File: config.mk
export PLATFORM = sky130hd
export DESIGN_NAME = maddu_unit
export DESIGN_NICKNAME = d
export VERILOG_FILES = /design/src/rtl/mips_pkg.sv /design/src/rtl/maddu_mul_step.sv /design/src/rtl/maddu_unit.sv
export SDC_FILE = /design/constraint.sdc
export NUM_CORES = 1
export LEC_CHECK = 0
export ABC_AREA = 1
export ABC_CLOCK_PERIOD_IN_PS = 3100
export CAP_MARGIN = 20
export CORE_MARGIN = 2
export CORE_UTILIZATION = 35
export CTS_BUF_LIST = sky130_fd_sc_hd__clkbuf_4
export DETAILED_ROUTE_END_ITERATION = 16
export PLACE_DENSITY_LB_ADDON = 0.1
export SYNTH_ARGS = -nofsm -noshare
export SYNTH_HDL_FRONTEND = slang
export SYNTH_SLANG_ARGS = --single-unit
File: constraint.sdc
create_clock -name clk -period 3.1 [get_ports clk]
set_clock_uncertainty 0.05 [all_clocks]
set_input_delay 0.62 -clock clk [delete_from_list [all_inputs] [get_ports clk]]
set_output_delay 0.62 -clock clk [all_outputs]
set_load 0.05 [all_outputs]
File: src/rtl/mips_pkg.sv
// mips_pkg
//   Shared definitions for the MADDU path: opcode / ALUOp encodings and the
//   multiply-accumulate FSM state encoding.
package mips_pkg;

    localparam logic [5:0] OP_MADDU    = 6'd28;
    localparam logic [1:0] ALUOP_MADDU = 2'b11;

    typedef enum logic [1:0] {
        IDLE = 2'd0,
        MUL  = 2'd1,
        ACC  = 2'd2
    } maddu_state_t;

endpackage

File: src/rtl/maddu_mul_step.sv
// maddu_mul_step
//   One radix step of the shift-add multiplier. Adds the partial product of
//   the multiplicand and the low multiplier slice to the running product.
//   Purely combinational. Changing the radix only affects this module.
// Ports
//   i_prod    2*WIDTH          running product
//   i_mcand   2*WIDTH          multiplicand, already shifted for this step
//   i_mplier  BITS_PER_CYCLE   low multiplier slice retired this step
//   o_prod    2*WIDTH          next running product (mod 2^(2*WIDTH))
module maddu_mul_step #(
    parameter int WIDTH          = 32,
    parameter int BITS_PER_CYCLE = 1
) (
    input  logic [2*WIDTH-1:0]        i_prod,
    input  logic [2*WIDTH-1:0]        i_mcand,
    input  logic [BITS_PER_CYCLE-1:0] i_mplier,
    output logic [2*WIDTH-1:0]        o_prod
);

    localparam int PW = 2*WIDTH + BITS_PER_CYCLE;

    logic [PW-1:0] w_pp;

    // Both operands widened to the full product width so nothing is lost
    // before truncation; the bits above 2*WIDTH are discarded on purpose.
    assign w_pp   = {{BITS_PER_CYCLE{1'b0}}, i_mcand} * {{(2*WIDTH){1'b0}}, i_mplier};
    assign o_prod = i_prod + w_pp[2*WIDTH-1:0];

endmodule

File: src/rtl/maddu_unit.sv
// maddu_unit
//   Iterative unsigned multiply-accumulate for MADDU: {HI,LO} += rs*rt.
//   Owns the HI/LO pair, which is also written by MTHI/MTLO while idle.
// Ports
//   clk, rst          clock, asynchronous active-low reset
//   start, flush      launch request (ALUOp==MADDU) / squash of in-flight op
//   op_a, op_b        rs / rt operands, unsigned
//   wr_hi, wr_lo      MTHI / MTLO enables, wr_data their data
//   busy, done        busy in MUL/ACC; done pulses when HI/LO were updated
//   stall             holds IF/ID/EX while busy or while launching
//   hi, lo            HI / LO registers
module maddu_unit
    import mips_pkg::*;
#(
    parameter int WIDTH          = 32,
    parameter int BITS_PER_CYCLE = 1
) (
    input  logic             clk,
    input  logic             rst,
    input  logic             start,
    input  logic             flush,
    input  logic [WIDTH-1:0] op_a,
    input  logic [WIDTH-1:0] op_b,
    input  logic             wr_hi,
    input  logic             wr_lo,
    input  logic [WIDTH-1:0] wr_data,
    output logic             busy,
    output logic             done,
    output logic             stall,
    output logic [WIDTH-1:0] hi,
    output logic [WIDTH-1:0] lo
);

    localparam int N  = WIDTH / BITS_PER_CYCLE;
    localparam int CW = $clog2(N) + 1;

    maddu_state_t        r_state;
    logic [2*WIDTH-1:0]  r_mcand;
    logic [WIDTH-1:0]    r_mplier;
    logic [2*WIDTH-1:0]  r_prod;
    logic [CW-1:0]       r_cnt;
    logic [WIDTH-1:0]    r_hi;
    logic [WIDTH-1:0]    r_lo;
    logic                r_done;
    logic [2*WIDTH-1:0]  w_next_prod;

    maddu_mul_step #(
        .WIDTH          (WIDTH),
        .BITS_PER_CYCLE (BITS_PER_CYCLE)
    ) u_step (
        .i_prod   (r_prod),
        .i_mcand  (r_mcand),
        .i_mplier (r_mplier[BITS_PER_CYCLE-1:0]),
        .o_prod   (w_next_prod)
    );

    always_ff @(posedge clk or negedge rst) begin
        if (!rst) begin
            r_state  <= IDLE;
            r_mcand  <= '0;
            r_mplier <= '0;
            r_prod   <= '0;
            r_cnt    <= '0;
            r_hi     <= '0;
            r_lo     <= '0;
            r_done   <= 1'b0;
        end else begin
            r_done <= 1'b0;
            case (r_state)
                IDLE: begin
                    // A write in the launch cycle lands first, so ACC adds onto it.
                    if (wr_hi) r_hi <= wr_data;
                    if (wr_lo) r_lo <= wr_data;
                    if (start && !flush) begin
                        r_mcand  <= {{WIDTH{1'b0}}, op_a};
                        r_mplier <= op_b;
                        r_prod   <= '0;
                        r_cnt    <= CW'(N);
                        r_state  <= MUL;
                    end
                end
                MUL: begin
                    if (flush) begin
                        r_state <= IDLE;
                    end else begin
                        r_prod   <= w_next_prod;
                        r_mcand  <= r_mcand << BITS_PER_CYCLE;
                        r_mplier <= r_mplier >> BITS_PER_CYCLE;
                        r_cnt    <= r_cnt - CW'(1);
                        if (r_cnt == CW'(1)) r_state <= ACC;
                    end
                end
                ACC: begin
                    // Commit is not squashable; carry out of 2*WIDTH is dropped.
                    {r_hi, r_lo} <= {r_hi, r_lo} + r_prod;
                    r_done       <= 1'b1;
                    r_state      <= IDLE;
                end
                default: r_state <= IDLE;
            endcase
        end
    end

    assign busy  = (r_state == MUL) || (r_state == ACC);
    assign stall = busy | (start & ~flush);
    assign done  = r_done;
    assign hi    = r_hi;
    assign lo    = r_lo;

endmodule

==> results.toml <==
[worst_setup_path]
cp.required_ns = 2.43
worstPathArrival_ns = 2.21
cp-end-kind = "output pin"
critPathKind = "reg -> out"
crit_fanout = 2
start_kind = "flop"
reg2reg_slack_ns = 0.23

[global_routing]
grt_max_degree = 76
grt_use_total_pct = 25.2
grt_first_pass_wirelength_mm = 120
antenna_found_initial = 2
grt_pass1_vias = 21100
gr-total-overflow = 0

[floorplanning]
dieHeight_um = 249
coreArea_um2 = 59200
start_util_pct = 35.5
io_pins = 169
fp-row-count = 89
dieArea_um2 = 62100
fp.dieW_um = 249

[synth]
ys_seq_elements = 233
synth_top_cell_by_area = "dfrtp_1"
synthTopCellsByCount = "nand2_1, inv_1, nor2_1, a21oi_1, dfrtp_1"
yosysSeqAreaShare_pct = 27.7
syn-cell-area_um2 = 21100
netlist_instances = 3509
syn_nets = 3744
yosysMostFrequentCell = "nand2_1"
ys_types = 47
async_flop_share_pct = 100
synth_top_area_share_pct = 27.7
synthFlopType = "dfrtp_1"
syn_avg_cell_area_um2 = 6.00
synth_edf_count = 0
synth_area_leaders = "dfrtp_1, nand2_1, inv_1, ha_1, a21oi_1"
yosysWarningCount = 0

[worst_hold_path]
hold_path_class = "in -> reg"

[cts]
clkSlewWorstSetupHoldPaths_ns = 0.07
clock_sinks = 233
ctsLongestPathBuffers = 3
clkLatencyLatePin_ns = 0.85
cts_made_buffers = 73
cts_root_buf = "clkbuf_4"
cts_max_level = 3
cts_tree = "done"
post_cts_buffers = 0

[routing]
avgViaCountPerCell = 4.83
wl_per_cell_um = 17.4
drtAntennaViolNets = 0
vias = 21900
drcViolationCount = 0
routed_wl_mm = 78.6
drt_iter0_drc = 1354
first_pass_iters = 6

[sta]
final-setup-viol-count = 0
worst_pin_slew_ns = 0.668
drv_slew = 0
slew_headroom_pct = 55.5
tns_ns = 0
max_freq_mhz = 347
period_minus_slack_ns = 2.88
rsz0062_at_grt = "false"
final_hold_viol_count = 0
min_period_over_period_pct = 93.0

[power_and_ir_drop]
power_uw = 22800
powerDensity_nw_per_um2 = 927
p_leak_uw = 0.0131
ir_drop_mv = 0.393

[final_layout]
finalNonFillerCells = 4526
area_growth_pct = 16.9
nets = 3936
drive_gt1_share_pct = 6.22
fill_cells = 6671

[placed_design]
numPlacedInstances = 4398
gp_congestion = 0.947
io_buffer_count = 168
hpwl_mm = 64.3

[outcome]
outcome = "completed"

[job]
max_cap_violations = 0
logic make-up (layout without fill, tap and decap cells):
group,Yosys count,in the layout,synth area share (%)
buffers and inverters,754,993,13.8
AO/OA/AOI/OAI,574,574,15.1
flip-flops,233,233,27.7
AND/OR/NAND/NOR,1813,1813,35.3
XOR/XNOR,2,2,0.0832
other,0,5,0
adder cells (fa/ha/maj),133,133,7.98
sequential cells by signal, indices dropped and copies added, names as in the netlist:
signal and flops:
hi 32, r_cnt 6, r_state 2, r_mplier 32, r_mcand 64, done 1
r_prod 64, lo 32
cell usage in the layout, fill, tap and decap left out, types with 32 or more instances in the layout:
| master | n |
|---|---|
| o211ai_1 | 56 |
| clkbuf_4 | 100 |
| ha_1 | 128 |
| o21ai_0 | 157 |
| clkdlybuf4s50_1 | 165 |
| dfrtp_1 | 232 |
| nor2_1 | 344 |
| nand2_1 | 1165 |
| o22ai_1 | 33 |
| a21oi_1 | 270 |
| inv_1 | 666 |
| nand3_1 | 164 |
| nand2_2 | 32 |
worst paths after layout:
path                                      to  depth (start not counted)   startpoint
worst max-delay path                  hi[18]                          2       hi[18]
worst min-delay path            r_mplier[31]                          3     op_b[31]
worst max register to register    r_prod[53]                         15  r_mplier[0]
worst min register to register      r_cnt[5]                          1     r_cnt[5]
max in group asynchronous             hi[12]                          3          rst
min in group asynchronous       r_mplier[28]                          2          rst
cell type report:
cell class                 count  area, um2  share of cell area, %
multi-input combinational   2522      12400                   50.2
inverter                     674       2530                   10.3
clock inverter                22        133                  0.539
tap                          773        967                   3.93
sequential                   233       5830                   23.7
timing repair buffer         197       2030                   8.24
antenna                        5       12.5                 0.0508
clock buffer                 100        751                   3.05
metal layers:
metal	GRT usage, %	wire [um]	vias up
met1	34.0	37200	9778
met5	0	0	-
met2	39.7	34200	507
met4	10.7	3500	0
li1	-	-	11400
met3	4.03	3730	150
per-stage QoR:
stage	utilization, %	area, um2	hold slack [ns]	setup WS [ns]
2_1_floorplan	-	21100	0.274	0.370
3_3_place_gp	40.0	23700	0.427	0.249
3_5_place_dp	40.0	23700	0.426	0.273
4_1_cts	41.5	24600	0.226	0.142
5_1_grt	41.5	24600	0.255	0.00799
6_report	41.5	24600	0.288	0.217
timing repair:
item	in CTS	in global routing
hold endpoints to repair	67	0
endpoints found under the setup margin	1	9
hold buffers	1	0
gates resized for setup	1	5
report_power, final:
group          switching, uW  leakage [uW]  internal, uW  total (uW)
Clock                   1540      0.000531          1580        3120
Sequential              1260       0.00293          4150        5410
Combinational           9860       0.00966          4420       14300
Total                  12700        0.0131         10200       22800
worst max-delay path: stages, from the launching register on:
cell and delay (ns):
dfrtp_1 0.40, buf_4 0.17, clkdlybuf4s50_1 0.80
(Power assumes the default switching activity.)
